===== config.mk =====
export PLATFORM = sky130hd
export DESIGN_NAME = push_btn_click_decoder
export DESIGN_NICKNAME = d
export VERILOG_FILES = /design/src/rtl/push_btn_click_decoder.sv
export SDC_FILE = /design/constraint.sdc
export NUM_CORES = 1
export LEC_CHECK = 0
export ABC_CLOCK_PERIOD_IN_PS = 1600
export CAP_MARGIN = 20
export CORE_MARGIN = 4
export CORE_UTILIZATION = 49
export DETAILED_ROUTE_END_ITERATION = 8
export PLACE_DENSITY = 0.77
export SKIP_LAST_GASP = 1
export SYNTH_ARGS = -nofsm -noshare
export SYNTH_HDL_FRONTEND = slang
export SYNTH_SLANG_ARGS = --single-unit

===== constraint.sdc =====
create_clock -name clock -period 1.6 [get_ports clock]
set_input_delay 0.32 -clock clock [delete_from_list [all_inputs] [get_ports clock]]
set_output_delay 0.32 -clock clock [all_outputs]
set_load 0.01 [all_outputs]

===== src/rtl/push_btn_click_decoder.sv =====
// Groups one-cycle debounced button presses into multi-click gestures and
// offers the finished click count on a valid/ready port.
module push_btn_click_decoder #(
  parameter int unsigned GAP_CYCLES  = 16,
  parameter int unsigned TIMER_WIDTH = 8,
  parameter int unsigned MAX_CLICKS  = 3,
  parameter int unsigned COUNT_WIDTH = 2
) (
  input  logic                   clock,
  input  logic                   reset,
  input  logic                   button_pressed,
  input  logic                   click_ready,
  output logic                   click_valid,
  output logic [COUNT_WIDTH-1:0] click_count,
  output logic                   click_dropped,
  output logic                   busy
);

  typedef enum logic [1:0] {
    IDLE     = 2'd0,
    COUNTING = 2'd1,
    REPORT   = 2'd2
  } state_t;

  localparam logic [TIMER_WIDTH-1:0] GAP_LOAD  = TIMER_WIDTH'(GAP_CYCLES);
  localparam logic [TIMER_WIDTH-1:0] TIMER_ONE = TIMER_WIDTH'(1);
  localparam logic [COUNT_WIDTH-1:0] CNT_MAX   = COUNT_WIDTH'(MAX_CLICKS);
  localparam logic [COUNT_WIDTH-1:0] CNT_ONE   = COUNT_WIDTH'(1);

  // A single-click gesture is already saturated on its first press.
  localparam state_t START_STATE = (MAX_CLICKS == 1) ? REPORT : COUNTING;

  state_t                   state_q, state_d;
  logic [COUNT_WIDTH-1:0]   count_q, count_d;
  logic [TIMER_WIDTH-1:0]   timer_q, timer_d;
  logic                     valid_d;
  logic [COUNT_WIDTH-1:0]   click_count_d;
  logic                     dropped_d;
  logic                     busy_d;

  // State, gesture bookkeeping and registered outputs.
  always_ff @(posedge clock or posedge reset) begin
    if (reset) begin
      state_q       <= IDLE;
      count_q       <= '0;
      timer_q       <= '0;
      click_valid   <= 1'b0;
      click_count   <= '0;
      click_dropped <= 1'b0;
      busy          <= 1'b0;
    end else begin
      state_q       <= state_d;
      count_q       <= count_d;
      timer_q       <= timer_d;
      click_valid   <= valid_d;
      click_count   <= click_count_d;
      click_dropped <= dropped_d;
      busy          <= busy_d;
    end
  end

  // Next-state and next-output logic.
  always_comb begin
    state_d   = state_q;
    count_d   = count_q;
    timer_d   = timer_q;
    dropped_d = 1'b0;

    unique case (state_q)
      IDLE: begin
        if (button_pressed) begin
          state_d = START_STATE;
          count_d = CNT_ONE;
          timer_d = GAP_LOAD;
        end
      end

      COUNTING: begin
        // A press on the expiry edge still belongs to the gesture.
        if (button_pressed) begin
          if (count_q + CNT_ONE == CNT_MAX) begin
            state_d = REPORT;
            count_d = CNT_MAX;
            timer_d = '0;
          end else begin
            count_d = count_q + CNT_ONE;
            timer_d = GAP_LOAD;
          end
        end else if (timer_q <= TIMER_ONE) begin
          state_d = REPORT;
          timer_d = '0;
        end else begin
          timer_d = timer_q - TIMER_ONE;
        end
      end

      REPORT: begin
        if (click_ready) begin
          if (button_pressed) begin
            state_d = START_STATE;
            count_d = CNT_ONE;
            timer_d = GAP_LOAD;
          end else begin
            state_d = IDLE;
            count_d = '0;
            timer_d = '0;
          end
        end else if (button_pressed) begin
          dropped_d = 1'b1;
        end
      end

      default: begin
        state_d = IDLE;
        count_d = '0;
        timer_d = '0;
      end
    endcase

    valid_d       = (state_d == REPORT);
    click_count_d = valid_d ? count_d : '0;
    busy_d        = (state_d != IDLE);
  end

endmodule

==> impl_results.md, run 1 <==
- Run status: finished, final reports clean
- TritonCTS clock tree: yes
- Remaining global-route overflow: 0
- CTS clock-pin slew for the worst setup and hold paths: approximately 0.090 ns
- Post-Syn Nets: between 100 and 150
- RSZ-0062 raised after global routing: true
- Hpwl dp: roughly 1.5 mm
- Synth area leader: dfrtp_1
- Final Hold Vio Count: 0
- Tmin final: about 1.6 ns
- I/O Buffers: 8
- Post-route clock period utilization: 97.0%
- Critical path origin: button_pressed
- Post-route ant nets: 0
- TritonCTS buffer count: 3
- Initial antenna violation count: 0
- Detailed Routing Iterations Pass 1: 4
- Worst endpoint data arrival time: 1.76 ns
- Power density over cell area: about 1700 mW/mm^2
- Max-cap viol count: 0
- FF-to-FF setup slack: about 0.070 ns
- Routed len/inst: between 10 and 15 um
- TNS Setup: 0 ns
- Peak supply drop: around 1.1 mV
- Clock skew: approximately 0.0028 ns
- Slew headroom: between 70% and 80%
- FFs w/ async S/R, synth: between 90% and 100%
- DRC viols: 0
- All-Layer GR Usage: between 10% and 20%
- Synth Flop Type: dfrtp_1
- Most frequent cell after synthesis: dfrtp_1
- Max Fclk: between 0.6 and 0.7 GHz
- Post-CTS Setup Repair Bufs: 0
- Setup-failing EPs final: 0
- FF+latch count, synth: 17
- Ant diodes: 0
- Area Overhead vs Synth: 31.8%
- RR Endpoint: timer_q[6]
- Vias: around 810
- Synth Cell Area: around 940 um^2
- Post-route cell area: between 0.001 and 0.0015 mm^2
- FF-to-FF Start: timer_q[0]
- Crit Path Category: in2reg
- Reg2Reg Depth: 5
- Post-synth top cells: 17 x dfrtp_1, 9 x nand2_1, 7 x a31oi_1, 7 x inv_1, 5 x nor2_1
- CP endpoint kind: register
- Pleak: between 0.0005 and 0.0006 uW
- Die ar.: 0.00268 mm^2
- Fin. max-slew vios: 0
- Worst Max-Slew Pin Slew: between 0.3 and 0.4 ns
- # rows: 15
- EDFF count, synth: 0
- GP Congestion: around 0.91
- Die W: approximately 52 um
- DIE HEIGHT: 51.7 um
- Later-pin clock latency in the skew report: 0.28 ns
- Area share of the largest cell type after synthesis: between 40% and 50%
- Vias/cell: around 5.5
- WP data required: 1.81 ns
- Worst Hold Class: in2async
- I/O pin cnt: 9
- Iter 0 DRT Violations: 22
- Vias in the first global route: 766
- Post-DP Area: around 0.0012 mm^2
- Largest net degree at the start of global routing: 18
- Yosys warns: 0
- Largest cells by area after synthesis: dfrtp_1 45%, ha_1 5.3%, a31oi_1 4.7%
- H-tree depth: 1
- Share of cells above drive strength 1: 30.6%
- Clock sink total: 17
- Initial Util: between 50% and 60%
- Synth unique cells: 33
- Routed WL: roughly 2.1 mm
- First-pass GRT wire length: 3.36 mm
- Hold Buf Count CTS: 0
- Core area: about 0.0018 mm^2
- CP startpoint kind: primary input
- CP Max Fanout: 5
- Clk root buf: clkbuf_4
- Clk buf depth: 2
- Synth Instances: 93
- Final Net Count: 130
- Mapped Avg Cell Area: around 10 um^2
- Register area share after synthesis: between 40% and 50%
[worst max-delay path by stage]
| stage | endpoint |
|---|---|
| CTS | timer_q[6] |
| finish | timer_q[3] |
| global placement | timer_q[5] |
| floorplan | timer_q[6] |
| global route | timer_q[6] |
| detailed placement | timer_q[5] |
[final cells by class]
class                      count  area (um^2)
fill                         131          529
multi-input combinational     66          503
sequential                    17          425
timing repair buffer          27          223
tap                           25         31.3
clock buffer                   4         26.3
inverter                       7         26.3
[flip-flops by register name, indices dropped and copies added (netlist names)]
| register | cells |
|---|---|
| click_dropped | 1 |
| count_q | 2 |
| timer_q | 8 |
| state_q | 2 |
| click_count | 2 |
| click_valid | 1 |
| busy | 1 |
[cells in the final DEF, fill, tap and decap left out, types with 2 or more instances in the layout]
cell type and instances:
buf_4 19, o21ai_1 2, nor3_1 2, inv_2 2, o221ai_1 2, nand3_1 2, inv_1 5, a31oi_1 7
mux2i_1 2, a21oi_1 2, nand2_1 9, nor2_1 5, clkdlybuf4s50_1 8, and2_1 2, nand2b_1 4, ha_1 3
nand3_2 2, clkbuf_4 3, nor2b_1 2, o22ai_1 3, dfrtp_1 17
[per-stage QoR]
stage	utilization (%)	cells	total power (uW)	hold slack, ns	setup WS [ns]
finish	70.0	146	2150	0.341	0.0481
detailed placement	66.3	141	1820	0.482	-0.249
global placement	66.3	141	1750	0.476	-0.220
CTS	68.6	145	2070	0.340	0.000664
global route	70.0	146	2320	0.352	-0.0399
floorplan	-	93	1360	0.246	0.0160
[where the power goes]
part / total [uW] / switching [uW] / internal, uW / leakage, uW
logic: 1180 / 570 / 611 / 0.000317
registers: 743 / 169 / 574 / 0.000217
clock network: 223 / 126 / 96.7 / 0.0000150
total: 2150 / 865 / 1280 / 0.000550
[routing by layer]
layer,global-route usage [%],part of all wire (%)
met1,23.4,45
met2,26.1,48
met3,3.44,5.4
met4,6.55,0.73
met5,0,0
[cells by family (layout without fill, tap and decap cells)]
family	count (synthesis)	count (layout)	synth area share [%]
adder cells (fa/ha/maj)	4	4	5.34
buffers and inverters	11	38	5.34
multiplexers	3	3	3.34
AND/OR/NAND/NOR	36	36	22.4
AO/OA/AOI/OAI	21	22	17.2
flip-flops	17	17	45.4
XOR/XNOR	1	1	0.935
[critical path, stage by stage]
cell and delay [ns]:
clkdlybuf4s50_1 0.47, or3b_4 0.46, a31oi_2 0.26, a21oi_1 0.10, a31oi_1 0.15
[what timing repair did]
action | 4_1_cts | 5_1_grt
gates cloned | 0 | 1
hold endpoints to repair | 0 | 0
setup endpoints to repair | 2 | 11
pin swaps | 0 | 1
resized for setup | 4 | 4
Note: power is estimated with default switching activity, not from simulation.
==> inputs of run 2 (changes only) <==
--- a/config.mk
+++ b/config.mk
@@ -11,7 +11,6 @@
 export CORE_UTILIZATION = 49
 export DETAILED_ROUTE_END_ITERATION = 8
 export PLACE_DENSITY = 0.77
-export SKIP_LAST_GASP = 1
 export SYNTH_ARGS = -nofsm -noshare
 export SYNTH_HDL_FRONTEND = slang
 export SYNTH_SLANG_ARGS = --single-unit
==> results of run 2 <==
Final layout, timing and power as in run 1 (identical DEF).
